[src/rtl/addr_sequencer_pkg.sv]
// Shared definitions for the instruction/operand address sequencer.
package addr_sequencer_pkg;

  localparam int ADDR_W = 13;
  localparam int DATA_W = 8;
  localparam logic [12:0] RAM_BASE = 13'h1800;

  localparam int OPC_HI = 15;
  localparam int OPC_LO = 13;
  localparam int OPA_HI = 12;
  localparam int OPA_LO = 0;

  typedef enum logic [2:0] {
    FETCH_HI,
    FETCH_LO,
    ISSUE,
    OPND,
    HALTED
  } state_t;

endpackage

[src/rtl/addr_sequencer.sv]
// Fetches 16-bit instructions byte-wise, hands them to the core and performs
// the single operand read or RAM-protected operand write each one requests.
module addr_sequencer
  import addr_sequencer_pkg::*;
#(
  parameter int ADDR_W = addr_sequencer_pkg::ADDR_W,
  parameter int DATA_W = addr_sequencer_pkg::DATA_W,
  parameter logic [ADDR_W-1:0] RAM_BASE = addr_sequencer_pkg::RAM_BASE
) (
  input  logic              clk,
  input  logic              rst,
  input  logic [DATA_W-1:0] data_in,
  output logic [ADDR_W-1:0] addr,
  output logic              rd,
  output logic              wr,
  output logic [DATA_W-1:0] data_out,
  output logic [15:0]       ir,
  output logic              ir_valid,
  input  logic              ir_ready,
  input  logic              cmd_rd,
  input  logic              cmd_wr,
  input  logic              cmd_jmp,
  input  logic              cmd_halt,
  input  logic [DATA_W-1:0] st_data,
  output logic [DATA_W-1:0] opnd,
  output logic              opnd_vld,
  output logic              wr_err,
  output logic [ADDR_W-1:0] pc
);

  state_t            state, state_nxt;
  logic              op_wr;
  logic [ADDR_W-1:0] opnd_addr;
  logic              in_ram;

  assign opnd_addr = ir[OPA_HI:OPA_LO];
  assign in_ram    = (opnd_addr >= RAM_BASE);

  always_ff @(posedge clk) begin
    if (rst) begin
      state    <= FETCH_HI;
      pc       <= '0;
      ir       <= '0;
      opnd     <= '0;
      data_out <= '0;
      op_wr    <= 1'b0;
      opnd_vld <= 1'b0;
    end else begin
      state    <= state_nxt;
      opnd_vld <= 1'b0;
      case (state)
        FETCH_HI: begin
          ir[15:8] <= data_in;
          pc       <= pc + 1'b1;
        end
        FETCH_LO: begin
          ir[7:0] <= data_in;
          pc      <= pc + 1'b1;
        end
        ISSUE: begin
          if (ir_ready && !cmd_halt) begin
            if (cmd_jmp) begin
              pc <= opnd_addr;
            end else begin
              // op_wr selects the OPND flavour; cmd_wr dominates cmd_rd
              op_wr <= cmd_wr;
              if (cmd_wr) data_out <= st_data;
            end
          end
        end
        OPND: begin
          if (!op_wr) begin
            opnd     <= data_in;
            opnd_vld <= 1'b1;
          end
        end
        default: ;
      endcase
    end
  end

  always_comb begin
    state_nxt = state;
    addr      = pc;
    rd        = 1'b0;
    wr        = 1'b0;
    ir_valid  = 1'b0;
    wr_err    = 1'b0;
    case (state)
      FETCH_HI: begin
        rd        = 1'b1;
        state_nxt = FETCH_LO;
      end
      FETCH_LO: begin
        rd        = 1'b1;
        state_nxt = ISSUE;
      end
      ISSUE: begin
        ir_valid = 1'b1;
        if (ir_ready) begin
          if (cmd_halt)                state_nxt = HALTED;
          else if (cmd_jmp)            state_nxt = FETCH_HI;
          else if (cmd_wr || cmd_rd)   state_nxt = OPND;
          else                         state_nxt = FETCH_HI;
        end
      end
      OPND: begin
        addr      = opnd_addr;
        state_nxt = FETCH_HI;
        if (op_wr) begin
          // rst masks the strobe in the cycle it is sampled so a reset
          // landing on the write cycle never commits the store
          if (in_ram) wr     = !rst;
          else        wr_err = 1'b1;
        end else begin
          rd = 1'b1;
        end
      end
      HALTED: ;
      default: state_nxt = FETCH_HI;
    endcase
  end

endmodule

[config.mk]
export PLATFORM = sky130hd
export DESIGN_NAME = addr_sequencer
export DESIGN_NICKNAME = d
export VERILOG_FILES = /design/src/rtl/addr_sequencer_pkg.sv /design/src/rtl/addr_sequencer.sv
export SDC_FILE = /design/constraint.sdc
export NUM_CORES = 1
export LEC_CHECK = 0
export CORE_MARGIN = 3
export CORE_UTILIZATION = 42
export DETAILED_ROUTE_END_ITERATION = 8
export GPL_TIMING_DRIVEN = 0
export PLACE_DENSITY = 0.84
export SLEW_MARGIN = 10
export SYNTH_ARGS = -nofsm -noshare
export SYNTH_HDL_FRONTEND = slang
export SYNTH_SLANG_ARGS = --single-unit
[constraint.sdc]
create_clock -name clk -period 2 [get_ports clk]
set_input_delay 0.5 -clock clk [delete_from_list [all_inputs] [get_ports clk]]
set_output_delay 0.5 -clock clk [all_outputs]
set_load 0.05 [all_outputs]
# Yosys cells after proc, flatten, opt, wreduce, memory -nomap -nowiden
# Index checks and enable logic that the tools add are counted.
# totals
out_inout_bits,63
input_bits,23
word_cells,52
regBits,50
# classes
bitwise,4
n_lt_le_gt_ge,1
n_reduce_logical,13
n_eq_ne,7
muxes,18
addsub,1
# op_table
cell,count
$mux W13,3
$pmux W13 S2,1
$add A13 B1 Y13 const B,1
$ge A13 B13 Y1 const B,1
$pmux W3 S4,1
$mux W1,8
$eq A3 B2 Y1 const B,2
$mux W3,2
$ne A2 B2 Y1 const B,3
$reduce_and A3 Y1,2
$mux W2,2
$not A1 Y1,4
$reduce_and A2 Y1,2
$reduce_and A4 Y1,1
$reduce_or A2 Y1,2
$eq A3 B1 Y1 const B,1
$eq A3 B3 Y1 const B,1
$logic_not A3 Y1,1
$logic_not A1 Y1,2
$pmux W1 S2,1
$reduce_bool A2 Y1,1
$logic_and A1 B1 Y1,1
$logic_or A1 B1 Y1,1

# Depth between registers and ports, before layout
# logic_depth
depth_word,6
ltp_mapped,7
depth_no_buf,5

# Worst setup path after synthesis
# Ideal clock, no wire load.
# synth_path
path_type,register to output
start,reg pc[4]
end,out addr[4]
n_path_buf,1
path_stages_with_launch,4
path_slack_ps,-516
t_arrival_ps,2016
required_ps,1500
cell_sequence,dfxtp_1 -> buf_2 -> inv_1 -> o21ai_0
# synth_between
elab_chain_cells,1
# synth_rtl
element,line,text
"start, declared",addr_sequencer.sv:28,output logic [ADDR_W-1:0] pc
"start signal, assigned",addr_sequencer.sv:54,pc <= pc + 1'b1;
"start signal, assigned",addr_sequencer.sv:58,pc <= pc + 1'b1;
"start signal, assigned",addr_sequencer.sv:63,pc <= opnd_addr;
$mux W13,addr_sequencer.sv:89,case (state)
"end, declared",addr_sequencer.sv:13,"output logic [ADDR_W-1:0] addr,"
# Every way passes these cells.

# Worst setup path after layout
# layout_path
start,reg state[2]
end,out addr[10]
# layout_between
elab_chain_cells,2
# layout_rtl
element,line,text
"start, declared",addr_sequencer.sv:31,"state_t state, state_nxt;"
"start signal, assigned",addr_sequencer.sv:49,state <= state_nxt;
$eq A3 B2 Y1,addr_sequencer.sv:89,
$mux W13,addr_sequencer.sv:89,
# Every way passes these cells.

==> flow_summary.json <==
{
  "synth_top_area_share_pct": 41.3,
  "hold_buffers": 0,
  "holdPathStages": 2,
  "dp.final_hpwl_um": 5360,
  "violations": "negative setup slack",
  "cts_tree": "done",
  "yosysUniqueCellTypes": 49,
  "vdd_drop_max_mv": 0.487,
  "cts-root-buf": "clkbuf_8",
  "outcome": "finished with violations",
  "pin_count": 86,
  "finalCritPeriodShare_pct": 110,
  "slew_headroom_pct": 62.1,
  "power_density_nw_per_um2": 727,
  "synth_flop_cell": "dfxtp_1",
  "sw_frac_of_total_pct": 38.8,
  "place.gp.congestion": 0.865,
  "worstSkewPairLatency_ns": 0.31,
  "cpPeakStageDelay_ns": 0.34,
  "cp_max_fo": 8,
  "grt_antenna_before_repair": 0,
  "grt_pass1_wl_um": 12200,
  "clk_pin_slew_ns": 0.09,
  "syn_area_um2": 2420,
  "layout-drive-gt1-share_pct": 18.0,
  "synth_area_leader_cell": "dfxtp_1",
  "finalHoldViolations": 0,
  "io_buffers": 84,
  "drt-total-wl_um": 7840,
  "maxCapViolCount": 0,
  "required_ns": 1.50,
  "area_growth_pct": 51.4,
  "grt_pass1_vias": 2504,
  "fmax_ghz": 0.453,
  "async_reset_ff_share_pct": 0,
  "regToRegSetupSlack_ns": 0.18,
  "fin_ws_ns": -0.210,
  "p_switching_mw": 1.03,
  "ff_latch_area_um2": 1000,
  "postLayoutCellArea_um2": 3670,
  "synthCells": 305,
  "worstSetupEndpointType": "output pin",
  "crit_cells": 5,
  "worstSetupStartpointType": "register",
  "n_antenna_cell": 0,
  "clkPwrFrac_pct": 23.0,
  "start_util_pct": 43.7,
  "place_area_um2": 3380,
  "rsz0062_at_grt": "true",
  "cts_made_buffers": 5,
  "fillers": 504,
  "comb_power_share_pct": 34.3,
  "whs_ns": 0.465,
  "clockBufferDepth": 2,
  "r2r_cells": 7,
  "antenna_left": 0,
  "vias": 2710,
  "leakage_nw": 1.77,
  "period_minus_slack_ns": 2.21,
  "synth.area.top_cells": "dfxtp_1 (41%), nand2_1 (11%), a21oi_1 (7.9%)",
  "core_um2": 5540,
  "setup-violations-final": 16,
  "grtUsageTotal_pct": 23.6,
  "arrival_ns": 1.71,
  "hold_class": "reg -> reg",
  "skew_ns": 0.00593,
  "syn_nets": 329,
  "ys_seq_elements": 50,
  "maxSlewViolCount": 0,
  "finish.net_count": 430,
  "synth_edf_count": 0,
  "first_pass_iters": 6,
  "synth.most_common_cell": "nand2_1",
  "rows": 27,
  "worst_path_max_delay_cell": "dfxtp_2",
  "wire_per_inst_um": 16.4,
  "synth_common_cells": "nand2_1 (69), dfxtp_1 (50), a21oi_1 (38), nor2_1 (18), o21ai_0 (18)",
  "chipHeight_um": 81.9,
  "crit_buf_inv": 3,
  "cp_cell_sequence": "buf_6, nand3b_1, buf_8, mux2_4, buf_8",
  "dieArea_um2": 6710,
  "drt-initial-drc-count": 254,
  "worst_slew_pin_slew_ns": 0.567,
  "path_delay_family": "buffers and inverters",
  "multi_input_area_um2": 1340,
  "overflow": 0,
  "cts_sinks": 50,
  "avgViaCountPerCell": 5.67,
  "grt_max_degree": 17,
  "h-tree-depth": 2,
  "syn_avg_cell_area_um2": 7.94,
  "yosysSeqAreaShare_pct": 41.3,
  "die-width_um": 81.9,
  "yosys_warnings": 0,
  "critPathKind": "reg -> out",
  "intPower_mw": 1.63,
  "cp_common_cell": "buf_8",
  "p_seq_share_pct": 42.7,
  "drcViolationCount": 0
}
layout make-up:
type,count,share of cell area [%]
Buffer,20,3.86
Clock buffer,5,1.88
Clock inverter,2,0.478
Inverter,6,0.751
Multi-Input combinational cell,227,36.5
Sequential cell,50,27.4
Tap cell,72,2.46
Timing Repair Buffer,96,26.7
sequential cells by signal (all words and copies together) (netlist names):
signal,cells
ir,16
pc,13
data_out,8
opnd,8
state,3
op_wr,1
opnd_vld,1
routing by layer:
| metal | global-route usage, % | wire length (um) | vias to the layer above |
|---|---|---|---|
| met5 | 0 | 0 | - |
| met4 | 9.97 | 167 | 0 |
| met3 | 4.61 | 589 | 20 |
| met2 | 38.0 | 3910 | 129 |
| met1 | 30.7 | 3180 | 1277 |
| li1 | - | - | 1284 |
stage by stage:
stage	power, mW	TNS [ns]	setup WS, ns	util (%)	cells
6_report	2.66	-2.47	-0.210	66.2	478
5_1_grt	2.78	-3.75	-0.266	66.2	478
4_1_cts	2.63	-1.89	-0.195	64.6	475
3_5_place_dp	2.01	-14.20	-0.816	60.9	461
2_1_floorplan	1.70	0	0.0234	-	305
3_3_place_gp	1.99	-13.48	-0.757	60.9	461
tightest hold or removal path, stage by stage, from the launching register on:
cell and delay (ns):
dfxtp_1 0.32, nand2_1 0.05, a21oi_1 0.05
what timing repair did:
item / in CTS / in global routing
setup buffers: 9 / 3
gates resized for setup: 165 / 21
gates cloned: 0 / 0
pin swaps: 3 / 3
setup endpoints to repair: 42 / 30
kinds of logic after synthesis:
kind of cell,count (synthesis),share of synthesized area [%]
AND/OR/NAND/NOR,131,26.1
buffers and inverters,28,5.84
AO/OA/AOI/OAI,81,20.1
multiplexers,14,6.09
adder cells (fa/ha/maj),1,0.516
flip-flops,50,41.3
final timing paths:
check                              start       end
worst min-delay path             opnd[0]   opnd[0]
worst min register to register   opnd[0]   opnd[0]
worst max-delay path            state[2]  addr[10]
worst max register to register  state[2]   opnd[6]
power groups by stage:
stage                     sequential, mW  clock [mW]  combinational (mW)
after detailed placement            1.16           0               0.852
after floorplan                     1.33           0               0.371
after CTS                           1.13       0.610               0.886
after global placement              1.15           0               0.840
final                               1.14       0.612               0.914
after global routing                1.15       0.666               0.971
layout by cell type (no fill, tap or decap), drive strengths merged, types with 4 or more instances in the layout:
cell and n:
mux2 6, a31oi 6, clkdlybuf4s50 31, mux2i 8, nand4 4, dlymetal6s2s 12
a21oi 39, inv 7, buf 40, nand3 6, nor3 7, clkbuf 14
nor2 18, o21ai 19, nand2 69, dfxtp 50, dlygate4sd2 24
(Power assumes the default switching activity.)
